`config.mk`:
```
export PLATFORM = sky130hd
export DESIGN_NAME = uart_tx_sched_flat
export DESIGN_NICKNAME = d
export VERILOG_FILES = /design/src/rtl/uart_tx_sched_pkg.sv /design/src/rtl/uart_tx_sched_if.sv /design/src/rtl/uart_tx_sched_fifo.sv /design/src/rtl/uart_tx_sched.sv /design/src/flat_wrapper.sv
export SDC_FILE = /design/constraint.sdc
export NUM_CORES = 1
export LEC_CHECK = 0
export CORE_MARGIN = 5
export CORE_UTILIZATION = 40
export DETAILED_ROUTE_END_ITERATION = 10
export GPL_ROUTABILITY_DRIVEN = 0
export GPL_TIMING_DRIVEN = 0
export PLACE_DENSITY_LB_ADDON = 0.08
export SETUP_SLACK_MARGIN = 0.15
export SLEW_MARGIN = 40
export SYNTH_ARGS = -nofsm -noshare
export SYNTH_HDL_FRONTEND = slang
export SYNTH_SLANG_ARGS = --single-unit
```
`constraint.sdc`:
```
create_clock -name clk -period 3.69 [get_ports clk]
set_input_delay 0.5535 -clock clk [delete_from_list [all_inputs] [get_ports clk]]
set_output_delay 0.5535 -clock clk [all_outputs]
set_load 0.005 [all_outputs]
```
`src/rtl/uart_tx_sched_pkg.sv`:
```
// Shared types and defaults for the UART transmit scheduler.
package uart_pkg;

    localparam int unsigned UART_D_W   = 8;
    localparam int unsigned UART_DEPTH = 64;

    // Drain sequencer states
    typedef enum logic [2:0] {
        D_IDLE,
        D_READ,
        D_LOAD,
        D_ACK,
        D_WAIT
    } drain_state_t;

    // Index of a byte requester (0 or 1)
    typedef logic [0:0] req_idx_t;

endpackage

```
`src/rtl/uart_tx_sched_if.sv`:
```
// Requester, transmitter and status signals of the UART transmit scheduler.
interface uart_tx_sched_if
    import uart_pkg::*;
#(
    parameter int unsigned D_W = UART_D_W
);

    logic           req0_valid;
    logic [D_W-1:0] req0_data;
    logic           req0_ready;
    logic           req1_valid;
    logic [D_W-1:0] req1_data;
    logic           req1_ready;
    logic           tx_start;
    logic [D_W-1:0] tx_data;
    logic           tx_busy;
    logic           fifo_full;
    logic           fifo_empty;

    // Side that supplies bytes and owns the transmitter
    modport master (
        output req0_valid, req0_data, req1_valid, req1_data, tx_busy,
        input  req0_ready, req1_ready, tx_start, tx_data, fifo_full, fifo_empty
    );

    // Scheduler side
    modport slave (
        input  req0_valid, req0_data, req1_valid, req1_data, tx_busy,
        output req0_ready, req1_ready, tx_start, tx_data, fifo_full, fifo_empty
    );

endinterface

```
`src/rtl/uart_tx_sched_fifo.sv`:
```
// Synchronous FIFO with registered read data; a write takes priority over a
// read issued in the same cycle, so callers must never assert both.
module fifo
    import uart_pkg::*;
#(
    parameter int unsigned D_W   = UART_D_W,
    parameter int unsigned DEPTH = UART_DEPTH
) (
    input  logic           clk,
    input  logic           rst,
    input  logic           wr_en,
    input  logic [D_W-1:0] data_in,
    input  logic           rd_en,
    output logic [D_W-1:0] data_out,
    output logic           full,
    output logic           empty
);

    localparam int unsigned AW = $clog2(DEPTH);

    logic [D_W-1:0] mem [DEPTH];
    logic [AW-1:0]  wr_ptr;
    logic [AW-1:0]  rd_ptr;
    logic [AW:0]    count;
    logic           do_wr;
    logic           do_rd;

    assign full  = (count == (AW+1)'(DEPTH));
    assign empty = (count == '0);
    assign do_wr = wr_en && !full;
    assign do_rd = rd_en && !wr_en && !empty;

    // Storage array, written without reset
    always_ff @(posedge clk) begin
        if (do_wr) begin
            mem[wr_ptr] <= data_in;
        end
    end

    // Pointers, occupancy count and registered read data
    always_ff @(posedge clk) begin
        if (rst) begin
            wr_ptr   <= '0;
            rd_ptr   <= '0;
            count    <= '0;
            data_out <= '0;
        end else if (do_wr) begin
            wr_ptr <= wr_ptr + AW'(1);
            count  <= count + (AW+1)'(1);
        end else if (do_rd) begin
            data_out <= mem[rd_ptr];
            rd_ptr   <= rd_ptr + AW'(1);
            count    <= count - (AW+1)'(1);
        end
    end

    no_simultaneous_access: assert property (@(posedge clk) disable iff (rst) !(wr_en && rd_en));

endmodule

```
`src/rtl/uart_tx_sched.sv`:
```
// Transmit scheduler: round-robin merge of two byte sources into one FIFO,
// drained one byte at a time into the UART transmitter.
module uart_tx_sched
    import uart_pkg::*;
#(
    parameter int unsigned D_W   = UART_D_W,
    parameter int unsigned DEPTH = UART_DEPTH
) (
    input  logic            clk,
    input  logic            rst,
    uart_tx_sched_if.slave  bus
);

    drain_state_t   state;
    req_idx_t       last;
    logic           grant_ok;
    logic           grant0;
    logic           grant1;
    logic           wr_en;
    logic           rd_en;
    logic [D_W-1:0] wr_data;
    logic [D_W-1:0] rd_data;
    logic           full;
    logic           empty;
    logic           tx_start_q;
    logic [D_W-1:0] tx_data_q;

    // Round-robin write grant; held off during reset, when full, and in the read cycle
    always_comb begin
        grant_ok = !rst && !full && (state != D_READ);
        grant0   = grant_ok && bus.req0_valid && (!bus.req1_valid || last == 1'b1);
        grant1   = grant_ok && bus.req1_valid && (!bus.req0_valid || last == 1'b0);
        wr_en    = grant0 || grant1;
        wr_data  = grant1 ? bus.req1_data : bus.req0_data;
    end

    assign rd_en          = (state == D_READ);
    assign bus.req0_ready = grant0;
    assign bus.req1_ready = grant1;
    assign bus.tx_start   = tx_start_q;
    assign bus.tx_data    = tx_data_q;
    assign bus.fifo_full  = full;
    assign bus.fifo_empty = empty;

    // Remember which requester was served most recently; resets so requester 0 wins the first tie
    always_ff @(posedge clk) begin
        if (rst) begin
            last <= 1'b1;
        end else if (grant0) begin
            last <= 1'b0;
        end else if (grant1) begin
            last <= 1'b1;
        end
    end

    // Drain sequencer: read one byte, present it with a one-cycle start pulse, follow busy
    always_ff @(posedge clk) begin
        if (rst) begin
            state      <= D_IDLE;
            tx_start_q <= 1'b0;
            tx_data_q  <= '0;
        end else begin
            tx_start_q <= 1'b0;
            case (state)
                D_IDLE: begin
                    if (!empty && !bus.tx_busy) begin
                        state <= D_READ;
                    end
                end
                D_READ: begin
                    state <= D_LOAD;
                end
                D_LOAD: begin
                    tx_data_q  <= rd_data;
                    tx_start_q <= 1'b1;
                    state      <= D_ACK;
                end
                D_ACK: begin
                    if (bus.tx_busy) begin
                        state <= D_WAIT;
                    end
                end
                D_WAIT: begin
                    if (!bus.tx_busy) begin
                        state <= D_IDLE;
                    end
                end
                default: begin
                    state <= D_IDLE;
                end
            endcase
        end
    end

    fifo #(
        .D_W   (D_W),
        .DEPTH (DEPTH)
    ) u_fifo (
        .clk      (clk),
        .rst      (rst),
        .wr_en    (wr_en),
        .data_in  (wr_data),
        .rd_en    (rd_en),
        .data_out (rd_data),
        .full     (full),
        .empty    (empty)
    );

endmodule

```
`src/flat_wrapper.sv`:
```
// flat-port wrapper written by rule: the top's interface ports become plain ports
module uart_tx_sched_flat import uart_pkg::*;
#(
    parameter int unsigned D_W   = UART_D_W,
    parameter int unsigned DEPTH = UART_DEPTH
)
  (clk, rst, bus_req0_valid, bus_req0_data, bus_req1_valid, bus_req1_data, bus_tx_busy, bus_req0_ready, bus_req1_ready, bus_tx_start, bus_tx_data, bus_fifo_full, bus_fifo_empty);
  uart_tx_sched_if #(.D_W(D_W)) bus_i ();
  input  logic clk;
  input  logic rst;
  input wire logic [$bits(bus_i.req0_valid)-1:0] bus_req0_valid;
  input wire logic [$bits(bus_i.req0_data)-1:0] bus_req0_data;
  input wire logic [$bits(bus_i.req1_valid)-1:0] bus_req1_valid;
  input wire logic [$bits(bus_i.req1_data)-1:0] bus_req1_data;
  input wire logic [$bits(bus_i.tx_busy)-1:0] bus_tx_busy;
  output wire logic [$bits(bus_i.req0_ready)-1:0] bus_req0_ready;
  output wire logic [$bits(bus_i.req1_ready)-1:0] bus_req1_ready;
  output wire logic [$bits(bus_i.tx_start)-1:0] bus_tx_start;
  output wire logic [$bits(bus_i.tx_data)-1:0] bus_tx_data;
  output wire logic [$bits(bus_i.fifo_full)-1:0] bus_fifo_full;
  output wire logic [$bits(bus_i.fifo_empty)-1:0] bus_fifo_empty;
  assign bus_i.req0_valid = bus_req0_valid;
  assign bus_i.req0_data = bus_req0_data;
  assign bus_i.req1_valid = bus_req1_valid;
  assign bus_i.req1_data = bus_req1_data;
  assign bus_i.tx_busy = bus_tx_busy;
  assign bus_req0_ready = bus_i.req0_ready;
  assign bus_req1_ready = bus_i.req1_ready;
  assign bus_tx_start = bus_i.tx_start;
  assign bus_tx_data = bus_i.tx_data;
  assign bus_fifo_full = bus_i.fifo_full;
  assign bus_fifo_empty = bus_i.fifo_empty;
  uart_tx_sched #(.D_W(D_W), .DEPTH(DEPTH)) u_core (.clk(clk), .rst(rst), .bus(bus_i));
endmodule
```
; Yosys cells after proc, flatten, opt, wreduce, memory -nomap -nowiden
; Memory sizes are Yosys's and may differ from the RTL's. A register that Yosys moved wholly into a read port is not among the register bits.
; Index checks and enable logic that the tools add are counted.
[op_classes]
add_sub_neg = 4
n_eq_ne = 9
muxes = 12
bitwise_logic = 2
n_reduce_logical = 26
[ops]
columns = operator, n
row1 = one-hot mux 3 bit (5 select lines), 1
row2 = 2-to-1 mux 7 bit, 2
row3 = adder 6 x 1 -> 6 bit (second input constant), 2
row4 = logical AND 1 bit, 10
row5 = 2-to-1 mux 3 bit, 3
row6 = 2-to-1 mux 8 bit, 1
row7 = adder 7 x 1 -> 7 bit (second input constant), 1
row8 = equality test 7 bit (second input constant), 1
row9 = logical NOT 1 bit, 7
row10 = logical NOT 7 bit, 1
row11 = subtractor 7 x 1 -> 7 bit (second input constant), 1
row12 = equality test 3 x 2 -> 1 bit (second input constant), 2
row13 = 2-to-1 mux 1 bit, 5
row14 = != test 2 bit (second input constant), 2
row15 = nonzero test 2 bit, 2
row16 = equality test 3 x 1 -> 1 bit (second input constant), 1
row17 = equality test 3 bit (second input constant), 1
row18 = logical NOT 3 bit, 1
row19 = logical OR 1 bit, 3
row20 = != test 3 x 1 -> 1 bit (second input constant), 1
row21 = AND reduction 3 bit, 1
row22 = != test 2 x 1 -> 1 bit (second input constant), 1
row23 = NOT 1 bit, 2
row24 = AND reduction 2 bit, 1
[totals]
ff_bits = 32
ram_bits = 512
inputBits = 21
wordCells = 61
memories = 1
[memory_table]
columns = name, depth, word_bits, rd, rd_clocked_by_memory_dff, write_ports, line_no
row1 = u_core.u_fifo.mem, 64, 8, 1, 1, 1, uart_tx_sched_fifo.sv:21  ; logic [D_W-1:0] mem [DEPTH];

; Depth between registers and ports, before layout
[depth]
ltp_word = 12
depth_mapped = 12

; Cells and area by module
; Synthesis repeated with hierarchy kept, for this count alone.
[unflattened]
cells_unflattened = 1174
hier_area_um2 = 21919.8
[modules_own_cells]
columns = mod, n_inst, cells_each, area_per_inst_um2, seq_area_each_um2
row1 = fifo, 1, 1109, 21247.9, 15915.3
row2 = uart_tx_sched, 1, 65, 671.9, 260.2

; Least setup slack after synthesis
; OpenSTA, ideal clock, no wires.
[synth_path]
path_kind = reg-to-reg
startpoint = reg u_core.u_fifo.count[2]
endpoint = reg u_core.u_fifo.count[5]
arrival_ns = 2.644
required_time_ns = 3.568
path_slack_ns = 0.924
stages_incl_launch_ff = 13
n_path_buf = 1
synth_period_minus_slack_ns = 2.766
cell_sequence = dfxtp_1 nor4_1 a311oi_2 and2_1 buf_4 inv_1 ha_1 a21o_2 a21oi_1 o21bai_1 a21oi_1 nor4_1 a311o_1
[synth_between]
elab_chain_cells = 11
[synth_lines]
columns = item, line_no
row1 = start: declaration, uart_tx_sched_fifo.sv:24  ; logic [AW:0] count;
row2 = start signal: assignment, uart_tx_sched_fifo.sv:49  ; count <= count + (AW+1)'(1);
row3 = start signal: assignment, uart_tx_sched_fifo.sv:53  ; count <= count - (AW+1)'(1);
row4 = equality test 7 bit, uart_tx_sched_fifo.sv:28  ; assign full = (count == (AW+1)'(DEPTH));
row5 = logical NOT 1 bit, "uart_tx_sched_fifo.sv:30, uart_tx_sched.sv:30"
row6 = logical AND 1 bit (2 in series), uart_tx_sched.sv:30  ; grant_ok = !rst && !full && (state != D_READ);
row7 = "logical AND 1 bit, on equally long branches (2 in series)", "uart_tx_sched.sv:31, uart_tx_sched.sv:32"
row8 = logical OR 1 bit, uart_tx_sched.sv:33  ; wr_en = grant0 || grant1;
row9 = logical NOT 1 bit, uart_tx_sched_fifo.sv:31  ; assign do_rd = rd_en && !wr_en && !empty;
row10 = logical AND 1 bit (2 in series), uart_tx_sched_fifo.sv:31
row11 = nonzero test 2 bit (no source line), --
; Several ways; a longest one is shown, not always the timed one. The select of a mux whose other input is x is not followed.
; A chain may end at the register's enable or synchronous reset.

; Worst setup path after layout
[layout_path]
startpoint = reg u_core.u_fifo.count[0]
endpoint = mem u_core.u_fifo.mem[0][7] in the netlist's numbering, enable pin
[layout_between]
elab_chain_cells = 10
[layout_lines]
columns = item, line_no
row1 = equality test 7 bit *, uart_tx_sched_fifo.sv:28
row2 = logical NOT 1 bit *, "uart_tx_sched_fifo.sv:30, uart_tx_sched.sv:30"
row3 = logical AND 1 bit (2 in series), uart_tx_sched.sv:30
row4 = "logical AND 1 bit, on equally long branches (2 in series)", "uart_tx_sched.sv:31, uart_tx_sched.sv:32"
row5 = logical OR 1 bit, uart_tx_sched.sv:33
row6 = logical AND 1 bit *, uart_tx_sched_fifo.sv:30  ; assign do_wr = wr_en && !full;
row7 = 2-to-1 mux 1 bit *, uart_tx_sched_fifo.sv:35  ; if (do_wr) begin
row8 = 2-to-1 mux 1 bit (implied by the code) *, uart_tx_sched_fifo.sv:36  ; mem[wr_ptr] <= data_in;
row9 = end: declaration, uart_tx_sched_fifo.sv:21
; Mark *: on every way between the ends. The rest lies on a longest branch, timed or not.

==> qor.txt <==
Clock latency on the worst-skew pair -> 0.62 ns
Number of synthesized flops with an enable pin -> 512
Number of nets with antenna violations after routing -> 0
CP arrival -> 3.68 ns
Mean Syn Cell Area -> 18.79 sq um
Maximum number of pins on one net before global-route repair -> 65
All-layer global routing usage -> 19.01%
Area growth from synthesis to layout -> 15.00%
Height of the chip -> 243.7 um
Share of flip-flops with an asynchronous set or reset -> 0%
Total wirelength of the detailed-routed design -> 56.71 mm
Minimum clock period -> 3.446 ns
Final hold slack -> 0.4762 ns
Die X -> 243.7 um
Cell area after technology mapping -> 21850 sq um
Most frequent cells in the layout -> edfxtp_1, mux4_2, mux2i_1, clkbuf_16, nor2_1
Clock buffer count from CTS -> 59
Average wire per standard cell -> 28.28 um
Met2 wire len -> 26.26 mm
Highest layer used for signal routing -> met4
Met1 Routed Length -> 25.79 mm
Met3 routed wirelength -> 3.187 mm
Proportion of power drawn by the clock network -> 35.8%
Launch instance of the worst min-delay path -> u_core.u_fifo.data_out[3]
Layout Nets -> 1291
Register clock-pin slew on the reported worst setup and hold paths -> 0.06 ns
Worst Max-Slew Pin Slew -> 0.9619 ns
Wire length of the first global-routing pass -> 82.43 mm
Category of the worst setup path capture point -> flop
Number of antenna violations at the first check in global routing -> 0
Antenna diode instance count -> 0
Overflow left after global routing -> 0
Initial Utilization -> 40.52%
Pwr per Cell Area -> 620.9 nW/um^2
Root Buffer Master -> clkbuf_16
Max-capacitance violation count -> 0
Overall via count from detail_route -> 11.30k
Synthesis Warnings -> 0
Fraction of layout cells with a size suffix above 1 -> 22.69%
Headroom to the max-slew limit -> 35.72%
Initial drt markers -> 1075
Clock H-tree levels -> 2
Hold Path Depth -> 2
Logic pwr share -> 18.1%
Sequential cell area in the final layout -> 16180 sq um
Switching share of power -> 26.38%
Depth of the worst register-to-register path -> 8
Number of port buffers -> 33
Fin. Hold Viols -> 0
Largest fanout on the critical path -> 10
RSZ-0062 raised after global routing -> yes
Area occupied by multi-input gates -> 5494 sq um
Maximum achievable frequency -> 290.2 MHz
Post-Place Cell Area -> 23160 sq um
Result of the run -> finished, final reports clean
Minimum setup slack in the final design -> 0.2445 ns
Switching pwr -> 0.004116 W
Std-Cell Core Area -> 53920 sq um
Post-route clock period utilization -> 93.37%
Number of buffers inserted for hold repair after clock tree synthesis -> 0
Worst reg-to-reg setup slack -> 0.24 ns
Leakage -> 7.837 nW
Final setup vio count -> 0
Final Core Density -> 46.60%
Maximum clock insertion buffer count -> 3
Via count of the first global-routing pass -> 11.45k
Post-detailed-placement half-perimeter wirelength -> 36.02 mm
Internal power -> 0.01149 W
Finished layout cell area -> 25130 sq um
Worst setup path startpoint -> u_core.u_fifo.count[0]
Synthesis-stage register bit count -> 552
Type of the tightest min-delay check -> reg -> reg
Worst EP required -> 3.93 ns
Cells after Synth -> 1163
Clock sink count -> 552
Nature of the critical path startpoint -> flop
Number of setup buffers added after CTS -> 0
TritonCTS clock tree -> done
Worst vdd rail ir drop -> 0.3556 mV
Average via count per standard cell -> 5.636
DRC violations left -> 0
Startpoint of the most critical register-to-register path -> u_core.u_fifo.count[0]
Number of detailed-routing iterations run before antenna repair -> 5
Number of distinct library cells after synthesis -> 57
Sequential cell fraction of total power -> 46.1%
Kind of critical path -> reg -> reg
Die outline area -> 59390 sq um
Final Max Tran Viols -> 0
Number of primary I/O pins -> 34
Most common library cell in the layout ignoring fill and taps -> edfxtp_1
Setup slack after placement -> -0.5033 ns
Filler instances -> 4588
Primary flip-flop cell chosen by synthesis mapping -> edfxtp_1
Number of rows in the core area -> 85
Max Clock Skew -> 0.02614 ns
Share of the yosys chip area belonging to registers -> 74.04%
Post-Synthesis Net Count -> 1192
## through the flow
step / setup TNS (ns) / instances / total power [W]
after global routing: 0 / 2005 / 0.01622
after global placement: -143.58 / 1892 / 0.01011
after detailed placement: -75.44 / 1895 / 0.01015
after CTS: 0 / 2003 / 0.01573
final: 0 / 2005 / 0.01560
after floorplan: 0 / 1163 / 0.009186
## cells by family (layout without fill, tap and decap cells)
kind of cell    count (synthesis)  in the layout  synth area share, %
flops                         552            552                74.04
simple gates                  205            205                4.381
buf+inv                        73            219                1.770
compound gates                109            109                3.522
xor+xnor                       13             13               0.5211
fa+ha+maj                       8              8               0.4925
mux                           203            203                15.28
## sequential cells by signal (all words and copies together), names as in the netlist
signal                  flops
u_core.u_fifo.wr_ptr        6
u_core.state                3
u_core.bus.tx_data          8
u_core.last                 1
u_core.u_fifo.mem         512
u_core.u_fifo.count         7
u_core.bus.tx_start         1
u_core.u_fifo.data_out      8
u_core.u_fifo.rd_ptr        6
## final cells by class
type	instances	area share, %
buffer	65	1.454
clock buffer	71	6.224
clock inverter	37	0.9660
inverter	8	0.1195
multi-input combinational	538	21.87
sequential	552	64.38
tap	696	3.466
timing repair buffer	38	1.529
## critical path, stage by stage, from the launching register on
cell and delay [ns]:
dfxtp_1 0.44, nor2_1 0.14, a311oi_4 0.40, and2_1 0.20, buf_4 0.18, inv_1 0.20, nor2_2 0.21, nand2_1 0.60
nor2_2 0.67
## final timing paths
path	endpoint
max	u_core.u_fifo.mem[0][7]
min	u_core.u_fifo.data_out[3]
max reg2reg	u_core.u_fifo.mem[0][7]
min reg2reg	u_core.u_fifo.data_out[3]
## cell usage after synthesis, drive strengths merged (2+ instances only)
| cell | instances | area share (%) |
|---|---|---|
| edfxtp | 512 | 70 |
| nor2 | 106 | 1.8 |
| mux4 | 103 | 11 |
| mux2i | 86 | 3.9 |
| dfxtp | 40 | 3.7 |
| clkbuf | 33 | 0.57 |
| buf | 32 | 1.1 |
| nand2 | 30 | 0.52 |
| a21oi | 19 | 0.49 |
| nand3 | 17 | 0.41 |
| o22ai | 17 | 0.49 |
| a22oi | 15 | 0.52 |
| mux2 | 14 | 0.72 |
| o21ai | 11 | 0.25 |
| o221ai | 10 | 0.40 |
| a211oi | 9 | 0.31 |
| inv | 8 | 0.14 |
| nand4 | 8 | 0.23 |
| xor2 | 8 | 0.32 |
| a21o | 7 | 0.25 |
| ha | 7 | 0.40 |
| nor3 | 7 | 0.16 |
| nand3b | 6 | 0.21 |
| nand2b | 5 | 0.14 |
| xnor2 | 5 | 0.20 |
| a211o | 4 | 0.16 |
| a32oi | 4 | 0.16 |
| nor4 | 4 | 0.11 |
| a21boi | 3 | 0.10 |
| and2 | 3 | 0.086 |
| and3 | 3 | 0.092 |
| nor2b | 3 | 0.086 |
| o21bai | 3 | 0.10 |
| o31ai | 3 | 0.10 |
| or2 | 3 | 0.086 |
| nand4b | 2 | 0.080 |
| nor3b | 2 | 0.092 |
| or3 | 2 | 0.057 |
| or3b | 2 | 0.080 |
## routing by layer
| layer | global-route usage (%) | vias up |
|---|---|---|
| li1 | - | 4898 |
| met2 | 29.58 | 351 |
| met1 | 27.92 | 5959 |
| met5 | 0 | - |
| met4 | 5.178 | 0 |
| met3 | 3.387 | 92 |
## power groups by stage
stage                     sequential, W  combinational [W]  clock [W]
after floorplan                 0.00727            0.00191          0
after global placement          0.00732            0.00278          0
after detailed placement        0.00732            0.00283          0
after CTS                       0.00719            0.00284    0.00569
after global routing            0.00720            0.00303    0.00598
final                           0.00720            0.00282    0.00558
## what timing repair did
action | 4_1_cts | 5_1_grt
resized for setup | 15 | 9
setup endpoints to repair | 153 | 146
pin swaps | 0 | 0
(Power assumes the default switching activity.)
